### config.mk
export PLATFORM = sky130hd
export DESIGN_NAME = regfile_writeback_flat
export DESIGN_NICKNAME = d
export VERILOG_FILES = /design/src/rtl/rf_pkg.sv /design/src/rtl/regfile_writeback_if.sv /design/src/rtl/wb_fifo.sv /design/src/rtl/regfile_writeback.sv /design/src/flat_wrapper.sv
export SDC_FILE = /design/constraint.sdc
export NUM_CORES = 1
export LEC_CHECK = 0
export BUFFER_PORTS_ARGS = -buffer_cell sky130_fd_sc_hd__buf_2
export CAP_MARGIN = 10
export CORE_ASPECT_RATIO = 0.6
export CORE_MARGIN = 2
export CORE_UTILIZATION = 46
export DETAILED_ROUTE_END_ITERATION = 10
export PLACE_DENSITY = 0.8
export SLEW_MARGIN = 20
export SYNTH_ARGS = -nofsm -noshare
export SYNTH_HDL_FRONTEND = slang
export SYNTH_HIERARCHICAL = 1
export SYNTH_SLANG_ARGS = --single-unit
### constraint.sdc
create_clock -name clk -period 2.1 [get_ports clk]
set_input_delay 0.21 -clock clk [delete_from_list [all_inputs] [get_ports clk]]
set_output_delay 0.21 -clock clk [all_outputs]
set_load 0.01 [all_outputs]
### src/rtl/rf_pkg.sv
// Shared types and constants for the register-bank writeback path.
package rf_pkg;

    localparam int unsigned XLEN_DEFAULT = 32;
    localparam int unsigned REG_IDX_W    = 5;
    localparam int unsigned NUM_REGS     = 32;

    typedef struct packed {
        logic [REG_IDX_W-1:0]    dest;
        logic [XLEN_DEFAULT-1:0] data;
    } wb_entry_t;

endpackage

### src/rtl/regfile_writeback_if.sv
// Execute/memory-side bundle for the writeback controller; master = producer stages, slave = controller.
interface regfile_writeback_if
    import rf_pkg::*;
#(
    parameter int unsigned XLEN = XLEN_DEFAULT
);
    logic                 alu_valid;
    logic [REG_IDX_W-1:0] alu_dest;
    logic [XLEN-1:0]      alu_data;
    logic                 ld_valid;
    logic                 ld_ready;
    logic [REG_IDX_W-1:0] ld_dest;
    logic [XLEN-1:0]      ld_data;
    logic                 ld_issue;
    logic [REG_IDX_W-1:0] ld_issue_dest;
    logic [NUM_REGS-1:0]  busy;
    logic                 we;
    logic [REG_IDX_W-1:0] dest;
    logic [XLEN-1:0]      rd;
    logic                 waw_err;

    modport master (
        output alu_valid, alu_dest, alu_data,
        output ld_valid, ld_dest, ld_data,
        output ld_issue, ld_issue_dest,
        input  ld_ready, busy, we, dest, rd, waw_err
    );

    modport slave (
        input  alu_valid, alu_dest, alu_data,
        input  ld_valid, ld_dest, ld_data,
        input  ld_issue, ld_issue_dest,
        output ld_ready, busy, we, dest, rd, waw_err
    );
endinterface

### src/rtl/wb_fifo.sv
// Small synchronous FIFO with wrap-around pointers and an occupancy counter.
module wb_fifo #(
    parameter int unsigned DEPTH = 4,
    parameter int unsigned WIDTH = 37
) (
    input  logic                   clk,
    input  logic                   rst_n,
    input  logic                   i_push,
    input  logic [WIDTH-1:0]       i_din,
    input  logic                   i_pop,
    output logic [WIDTH-1:0]       o_dout,
    output logic                   o_full,
    output logic                   o_empty,
    output logic [$clog2(DEPTH):0] o_count
);
    localparam int unsigned AW = $clog2(DEPTH);

    logic [WIDTH-1:0] r_mem [DEPTH];
    logic [AW-1:0]    r_wr_ptr;
    logic [AW-1:0]    r_rd_ptr;
    logic [AW:0]      r_count;
    logic             w_do_push;
    logic             w_do_pop;

    assign o_full    = (r_count == (AW+1)'(DEPTH));
    assign o_empty   = (r_count == '0);
    assign o_count   = r_count;
    assign o_dout    = r_mem[r_rd_ptr];
    assign w_do_push = i_push && !o_full;
    assign w_do_pop  = i_pop && !o_empty;

    always_ff @(posedge clk) begin
        if (w_do_push) begin
            r_mem[r_wr_ptr] <= i_din;
        end
    end

    always_ff @(posedge clk or negedge rst_n) begin
        if (!rst_n) begin
            r_wr_ptr <= '0;
            r_rd_ptr <= '0;
            r_count  <= '0;
        end else begin
            if (w_do_push) begin
                r_wr_ptr <= r_wr_ptr + 1'b1;
            end
            if (w_do_pop) begin
                r_rd_ptr <= r_rd_ptr + 1'b1;
            end
            case ({w_do_push, w_do_pop})
                2'b10:   r_count <= r_count + 1'b1;
                2'b01:   r_count <= r_count - 1'b1;
                default: r_count <= r_count;
            endcase
        end
    end
endmodule

### src/rtl/regfile_writeback.sv
// Register-bank writeback: ALU-priority arbitration over a load-result queue, plus pending-load scoreboard.
// Optional sticky WAW hazard detection is built when WB_WAW_CHECK_EN is defined.
module regfile_writeback
    import rf_pkg::*;
#(
    parameter int unsigned XLEN     = XLEN_DEFAULT,
    parameter int unsigned LQ_DEPTH = 4
) (
    input logic                clk,
    input logic                rst_n,
    regfile_writeback_if.slave bus
);
    localparam int unsigned CNT_W = $clog2(LQ_DEPTH) + 1;

    // Local mirror of wb_entry_t so the queue follows the XLEN parameter.
    typedef struct packed {
        logic [REG_IDX_W-1:0] dest;
        logic [XLEN-1:0]      data;
    } lq_entry_t;

    lq_entry_t            w_push_entry;
    lq_entry_t            w_head;
    logic                 w_full;
    logic                 w_empty;
    logic [CNT_W-1:0]     w_count;
    logic                 w_push;
    logic                 w_pop;
    logic                 w_sel_valid;
    logic [REG_IDX_W-1:0] w_sel_dest;
    logic [XLEN-1:0]      w_sel_data;
    logic                 w_sel_live;
    logic [NUM_REGS-1:0]  w_busy_next;

    logic                 r_we;
    logic [REG_IDX_W-1:0] r_dest;
    logic [XLEN-1:0]      r_rd;
    logic [NUM_REGS-1:0]  r_busy;

    assign w_push_entry = '{dest: bus.ld_dest, data: bus.ld_data};
    assign w_push       = bus.ld_valid && !w_full;
    assign w_pop        = !bus.alu_valid && !w_empty;
    assign bus.ld_ready = (w_count != CNT_W'(LQ_DEPTH));

    wb_fifo #(
        .DEPTH (LQ_DEPTH),
        .WIDTH ($bits(lq_entry_t))
    ) u_lq (
        .clk     (clk),
        .rst_n   (rst_n),
        .i_push  (w_push),
        .i_din   (w_push_entry),
        .i_pop   (w_pop),
        .o_dout  (w_head),
        .o_full  (w_full),
        .o_empty (w_empty),
        .o_count (w_count)
    );

    always_comb begin
        w_sel_valid = bus.alu_valid || !w_empty;
        w_sel_dest  = bus.alu_valid ? bus.alu_dest : w_head.dest;
        w_sel_data  = bus.alu_valid ? bus.alu_data : w_head.data;
        w_sel_live  = w_sel_valid && (w_sel_dest != '0);
    end

    // Issue set is applied after pop clear so a same-index collision leaves the bit set.
    always_comb begin
        w_busy_next = r_busy;
        if (w_pop) begin
            w_busy_next[w_head.dest] = 1'b0;
        end
        if (bus.ld_issue && (bus.ld_issue_dest != '0)) begin
            w_busy_next[bus.ld_issue_dest] = 1'b1;
        end
        w_busy_next[0] = 1'b0;
    end

    always_ff @(posedge clk or negedge rst_n) begin
        if (!rst_n) begin
            r_we   <= 1'b0;
            r_dest <= '0;
            r_rd   <= '0;
            r_busy <= '0;
        end else begin
            r_we   <= w_sel_live;
            r_dest <= w_sel_live ? w_sel_dest : '0;
            r_rd   <= w_sel_live ? w_sel_data : '0;
            r_busy <= w_busy_next;
        end
    end

    assign bus.we   = r_we;
    assign bus.dest = r_dest;
    assign bus.rd   = r_rd;
    assign bus.busy = r_busy;

`ifdef WB_WAW_CHECK_EN
    logic r_waw_err;

    always_ff @(posedge clk or negedge rst_n) begin
        if (!rst_n) begin
            r_waw_err <= 1'b0;
        end else if (bus.alu_valid && (bus.alu_dest != '0) && r_busy[bus.alu_dest]) begin
            r_waw_err <= 1'b1;
        end
    end

    assign bus.waw_err = r_waw_err;
`else
    assign bus.waw_err = 1'b0;
`endif
endmodule
### src/flat_wrapper.sv
// flat-port wrapper written by rule: the top's interface ports become plain ports
module regfile_writeback_flat import rf_pkg::*;
#(
    parameter int unsigned XLEN     = XLEN_DEFAULT,
    parameter int unsigned LQ_DEPTH = 4
)
  (clk, rst_n, bus_alu_valid, bus_alu_dest, bus_alu_data, bus_ld_valid, bus_ld_dest, bus_ld_data, bus_ld_issue, bus_ld_issue_dest, bus_ld_ready, bus_busy, bus_we, bus_dest, bus_rd, bus_waw_err);
  regfile_writeback_if #(.XLEN(XLEN)) bus_i ();
  input logic clk;
  input logic rst_n;
  input wire logic [$bits(bus_i.alu_valid)-1:0] bus_alu_valid;
  input wire logic [$bits(bus_i.alu_dest)-1:0] bus_alu_dest;
  input wire logic [$bits(bus_i.alu_data)-1:0] bus_alu_data;
  input wire logic [$bits(bus_i.ld_valid)-1:0] bus_ld_valid;
  input wire logic [$bits(bus_i.ld_dest)-1:0] bus_ld_dest;
  input wire logic [$bits(bus_i.ld_data)-1:0] bus_ld_data;
  input wire logic [$bits(bus_i.ld_issue)-1:0] bus_ld_issue;
  input wire logic [$bits(bus_i.ld_issue_dest)-1:0] bus_ld_issue_dest;
  output wire logic [$bits(bus_i.ld_ready)-1:0] bus_ld_ready;
  output wire logic [$bits(bus_i.busy)-1:0] bus_busy;
  output wire logic [$bits(bus_i.we)-1:0] bus_we;
  output wire logic [$bits(bus_i.dest)-1:0] bus_dest;
  output wire logic [$bits(bus_i.rd)-1:0] bus_rd;
  output wire logic [$bits(bus_i.waw_err)-1:0] bus_waw_err;
  assign bus_i.alu_valid = bus_alu_valid;
  assign bus_i.alu_dest = bus_alu_dest;
  assign bus_i.alu_data = bus_alu_data;
  assign bus_i.ld_valid = bus_ld_valid;
  assign bus_i.ld_dest = bus_ld_dest;
  assign bus_i.ld_data = bus_ld_data;
  assign bus_i.ld_issue = bus_ld_issue;
  assign bus_i.ld_issue_dest = bus_ld_issue_dest;
  assign bus_ld_ready = bus_i.ld_ready;
  assign bus_busy = bus_i.busy;
  assign bus_we = bus_i.we;
  assign bus_dest = bus_i.dest;
  assign bus_rd = bus_i.rd;
  assign bus_waw_err = bus_i.waw_err;
  regfile_writeback #(.XLEN(XLEN), .LQ_DEPTH(LQ_DEPTH)) u_core (.clk(clk), .rst_n(rst_n), .bus(bus_i));
endmodule
## Word-level counts from Yosys, hierarchy flattened

Memories as Yosys holds them, arrays and structs flattened.
Cells that the tools add are included.

| cells by class | value |
|---|---|
| add/subtract/negate cells | 4 |
| $lt $le $gt $ge | 4 |
| equal/unequal tests | 4 |
| mux-type cells | 13 |
| bitwise operators | 3 |
| reductions and logical operators | 16 |

Operator list:

| cell | number |
|---|---|
| 32-bit 2-to-1 mux | 4 |
| 32-bit bitwise AND | 1 |
| 32-bit inverter | 1 |
| 32-bit OR | 1 |
| 5-bit by 6-bit < comparator with 1-bit output (second input constant) | 2 |
| 1-bit demux with 5-bit select | 2 |
| 5-bit by 1-bit greater-or-equal comparator with 1-bit output (second input constant) | 2 |
| 5-bit 2-to-1 mux | 2 |
| 5-bit nonzero test | 2 |
| 1-bit logical AND | 8 |
| 3-bit case mux with 2 select lines | 1 |
| 2-bit by 1-bit adder with 2-bit output (second input constant) | 2 |
| 1-bit 2-to-1 mux | 4 |
| 3-bit by 1-bit adder with 3-bit output (second input constant) | 1 |
| 3-bit equality test (second input constant) | 1 |
| 1-bit logical NOT | 3 |
| 3-bit logical NOT | 1 |
| 3-bit inequality test (second input constant) | 1 |
| 3-bit by 1-bit subtractor with 3-bit output (second input constant) | 1 |
| 2-bit by 1-bit equality test with 1-bit output (second input constant) | 1 |
| 2-bit equality test (second input constant) | 1 |
| 2-bit nonzero test | 1 |
| 1-bit logical OR | 1 |

| storage, ports and cells | value |
|---|---|
| register bits after elaboration | 76 |
| memory bits (writable) | 148 |
| input bits | 84 |
| logic and storage cells | 52 |
| memories | 1 |

Memory list:

| memory | depth | bits a word | read ports | clocked after memory_dff | write ports | RTL line | source |
|---|---|---|---|---|---|---|---|
| u_core.u_lq.r_mem | 4 | 37 | 1 | 0 | 1 | wb_fifo.sv:18 | `logic [WIDTH-1:0] r_mem [DEPTH];` |

## Longest topological paths before layout

An unclocked memory read counts as a cell.

| depth | value |
|---|---|
| depth in word-level cells | 10 |
| gate-level depth with buffers | 10 |

## By module

The synthesis kept the hierarchy.

Modules (own cells, without submodules):

| module | instances | cells an instance | area each (sq um) | seq. area each (sq um) |
|---|---|---|---|---|
| wb_fifo | 1 | 231 | 5,754.3 | 4,619.4 |
| regfile_writeback | 1 | 271 | 2,835.2 | 1,726.7 |

## Worst setup path after synthesis

Ideal clock, no wire load.

| timing | value |
|---|---|
| path kind | register -> register |
| start | register u_core.u_lq.r_rd_ptr[0] |
| end | register u_core.r_busy[25] (netlist: u_core/bus.busy[25]) |
| library setup time | 0.131 ns |
| arrival time | 2.120 ns |
| required time | 1.969 ns |
| slack | -0.152 ns |
| cell stages (with the launch flop) | 8 |
| path buffers | 3 |
| period minus slack after synthesis | 2.252 ns |
| path through | dfrtp_1 -> buf_6 -> buf_6 -> mux4_2 -> or4b_1 -> buf_2 -> o21ai_1 -> o21ai_0 |

RTL lines:

| what | RTL line | source |
|---|---|---|
| start: declaration | wb_fifo.sv:20 | `logic [AW-1:0] r_rd_ptr;` |
| start signal: assignment | wb_fifo.sv:48 | `r_rd_ptr <= r_rd_ptr + 1'b1;` |
| end signal: assignment | regfile_writeback.sv:88 | `r_busy <= w_busy_next;` |
| end: declaration | regfile_writeback.sv:37 | `logic [NUM_REGS-1:0] r_busy;` |

==> out/metrics.csv <==
metric,value,unit
ys_warn_count,6,
fin_tns_setup,-0.162,ns
dr.pass1.iters,5,
grt_pass1_wl,30400,um
grtUsageTotal,20.0,%
fin_skew,0.0165,ns
grt_start_max_net_pins,52,
finalCritPeriodShare,102,%
die_w,180,um
ctsRootBufferMaster,clkbuf_16,
final_max_slew_viol_count,0,
ant_nets,0,
cts_htree_levels,1,
initial_core_util,47.3,%
ys_ff_latch,224,
cp.arrival,2.52,ns
diodes,0,
violations,negative setup slack,
fmax,467,MHz
cts_buffers,21,
grt_pass1_vias,5657,
vias,5552,
drv_cap,0,
dp.cells,895,
via_per_inst,5.50,
nFillCells,1304,
final-setup-viol-count,7,
nNetsFinal,845,
cts_tree,yes,
drt_iter0_drc,580,
synth_top_area_share,51.7,%
power.leakage,4.43,nW
syn_area,8590,sq um
hold_path_class,in2reg,
final_common_cell,buf_2,
required,2.48,ns
yosysTopAreaCell,edfxtp_1,
synthToLayoutAreaGrowth,32.1,%
max-vdd-ir-drop,0.553,mV
io_buffers,153,
antenna_found_initial,0,
slew_headroom,65.6,%
drt_wl_total,20400,um
cp_max_fo,7,
startpoint_type,register,
run_status,"finished, violations left",
worst-setup-path-type,reg2reg,
synthCells,502,
drive_gt1_share,36.9,%
design.core.area,18200,sq um
clk_latency,0.50,ns
layout_common_cells,"buf_2 (152), edfxtp_1 (148), dfrtp_1 (72), dlygate4sd3_1 (66), o21ai_1 (44)",
instances_no_fill,1010,
synth-edff-count,148,
syn_area_per_cell,17.1,sq um
power,15.3,mW
holdWs,0.00727,ns
drc,0,
setup_slack,-0.0399,ns
final_hold_viol_count,0,
gr-total-overflow,0,
wire_per_inst,20.2,um
clk_path_buf_depth,3,
clkTransAtPathRegs,0.06,ns
place_congestion,0.845,
rsz0062_at_grt,true,
post-route-min-period,2.14,ns
synth_area_leaders,"edfxtp_1 (52%), dfrtp_1 (22%), mux4_2 (9.7%)",
power_density,1350,nW/um^2
synth_flop_cell,edfxtp_1,
place_hpwl,12800,um
die_y,110,um
pre_cts_ws,0.00486,ns
io_pins,156,
synth-async-reset-ratio,33.9,%
cts_sinks,224,
ys_types,39,
yosysSeqAreaShare,73.9,%
critPathCaptureType,register,
dieArea,19800,sq um
worstMarginPinSlew,0.513,ns
num_rows,38,
## state kept, by name (all words and copies together), names as in the netlist
register	cells
u_core/bus.busy	31
u_core/bus.dest	5
u_core/bus.rd	32
u_core/bus.we	1
u_core/u_lq/o_count	3
u_core/u_lq/r_mem	148
u_core/u_lq/r_rd_ptr	2
u_core/u_lq/r_wr_ptr	2
## cell families after synthesis
kind of cell,count (synthesis),share of synthesized area [%]
compound gates,103,6.90
xor+xnor,6,0.612
fa+ha+maj,6,0.961
buf+inv,34,2.10
flops,224,73.9
mux,38,9.83
other cells,1,0.0437
simple gates,90,5.67
## per-layer routing
layer / vias up / GRT usage (%) / wire length (um) / share of wire, %
met5: - / 0 / 0 / 0
met2: 304 / 32.7 / 9560 / 47
li1: 2449 / - / - / -
met1: 2763 / 27.9 / 8600 / 42
met3: 36 / 4.67 / 1830 / 9.0
met4: 0 / 4.21 / 369 / 1.8
## where the power goes
group | internal (mW) | switching (mW) | leakage [nW]
sequential | 5.99 | 0.469 | 2.27
combinational | 2.39 | 2.75 | 1.83
clock | 2.22 | 1.53 | 0.335
## cells in the mapped netlist, types with 2 or more instances
library cell	n
edfxtp_1	148
dfrtp_1	76
o21ai_1	39
mux4_2	37
nor2_1	37
o21ai_0	29
a22oi_1	28
nand2_1	14
buf_2	12
clkbuf_1	8
nand3b_1	8
inv_1	7
a21oi_1	5
ha_1	5
nor3b_1	5
and2_1	4
buf_4	4
or3b_1	4
buf_6	3
nand3_1	3
xnor2_1	3
xor2_1	3
nor3_1	2
or3_1	2
or4b_1	2
## timing repair
action,in CTS,in global routing
cloned,0,2
gates resized for setup,1,19
hold buffers,66,0
pin swaps,0,7
setup buffers,0,9
endpoints found under the setup margin,1,59
hold endpoints to repair,206,0
## metrics by stage
stage	instance area (sq um)	utilization, %
finish	11300	62.5
global placement	9820	54.1
detailed placement	9820	54.1
CTS	11200	61.5
floorplan	8640	-
global route	11300	62.5
## worst max-delay path: stages, from the launching register on
cell and delay, ns:
dfrtp_2 0.43, mux4_2 0.56, buf_6 0.15, or4_4 0.60, o21ai_1 0.19, o21ai_1 0.10
## final timing paths
| kind | start | endpoint | slack, ns | cells past startpoint |
|---|---|---|---|---|
| worst max-delay path | u_core/u_lq/r_rd_ptr[0]$_DFFE_PN0P_ | u_core/bus.busy[20]$_DFF_PN0_ | -0.04 | 5 |
| worst min-delay path | bus_alu_data[31] | u_core/bus.rd[31]$_DFF_PN0_ | 0.007 | 3 |
| worst max register to register | u_core/u_lq/r_rd_ptr[0]$_DFFE_PN0P_ | u_core/bus.busy[20]$_DFF_PN0_ | -0.04 | 5 |
| worst min register to register | u_core/bus.busy[12]$_DFF_PN0_ | u_core/bus.busy[12]$_DFF_PN0_ | 0.50 | 2 |
| max in group asynchronous | rst_n | u_core/u_lq/o_count[0]$_DFFE_PN0P_ | 1.28 | 3 |
| min in group asynchronous | rst_n | u_core/bus.rd[29]$_DFF_PN0_ | 0.20 | 2 |
## cell type report
class	instances	area, sq um	share of cell area [%]
Inverter	7	26.3	0.232
Clock buffer	32	601	5.29
Timing Repair Buffer	254	1800	15.9
Clock inverter	6	82.6	0.728
Tap cell	240	300	2.65
Multi-Input combinational cell	247	2180	19.3
Sequential cell	224	6350	56.0
Note: power is estimated with default switching activity, not from simulation.
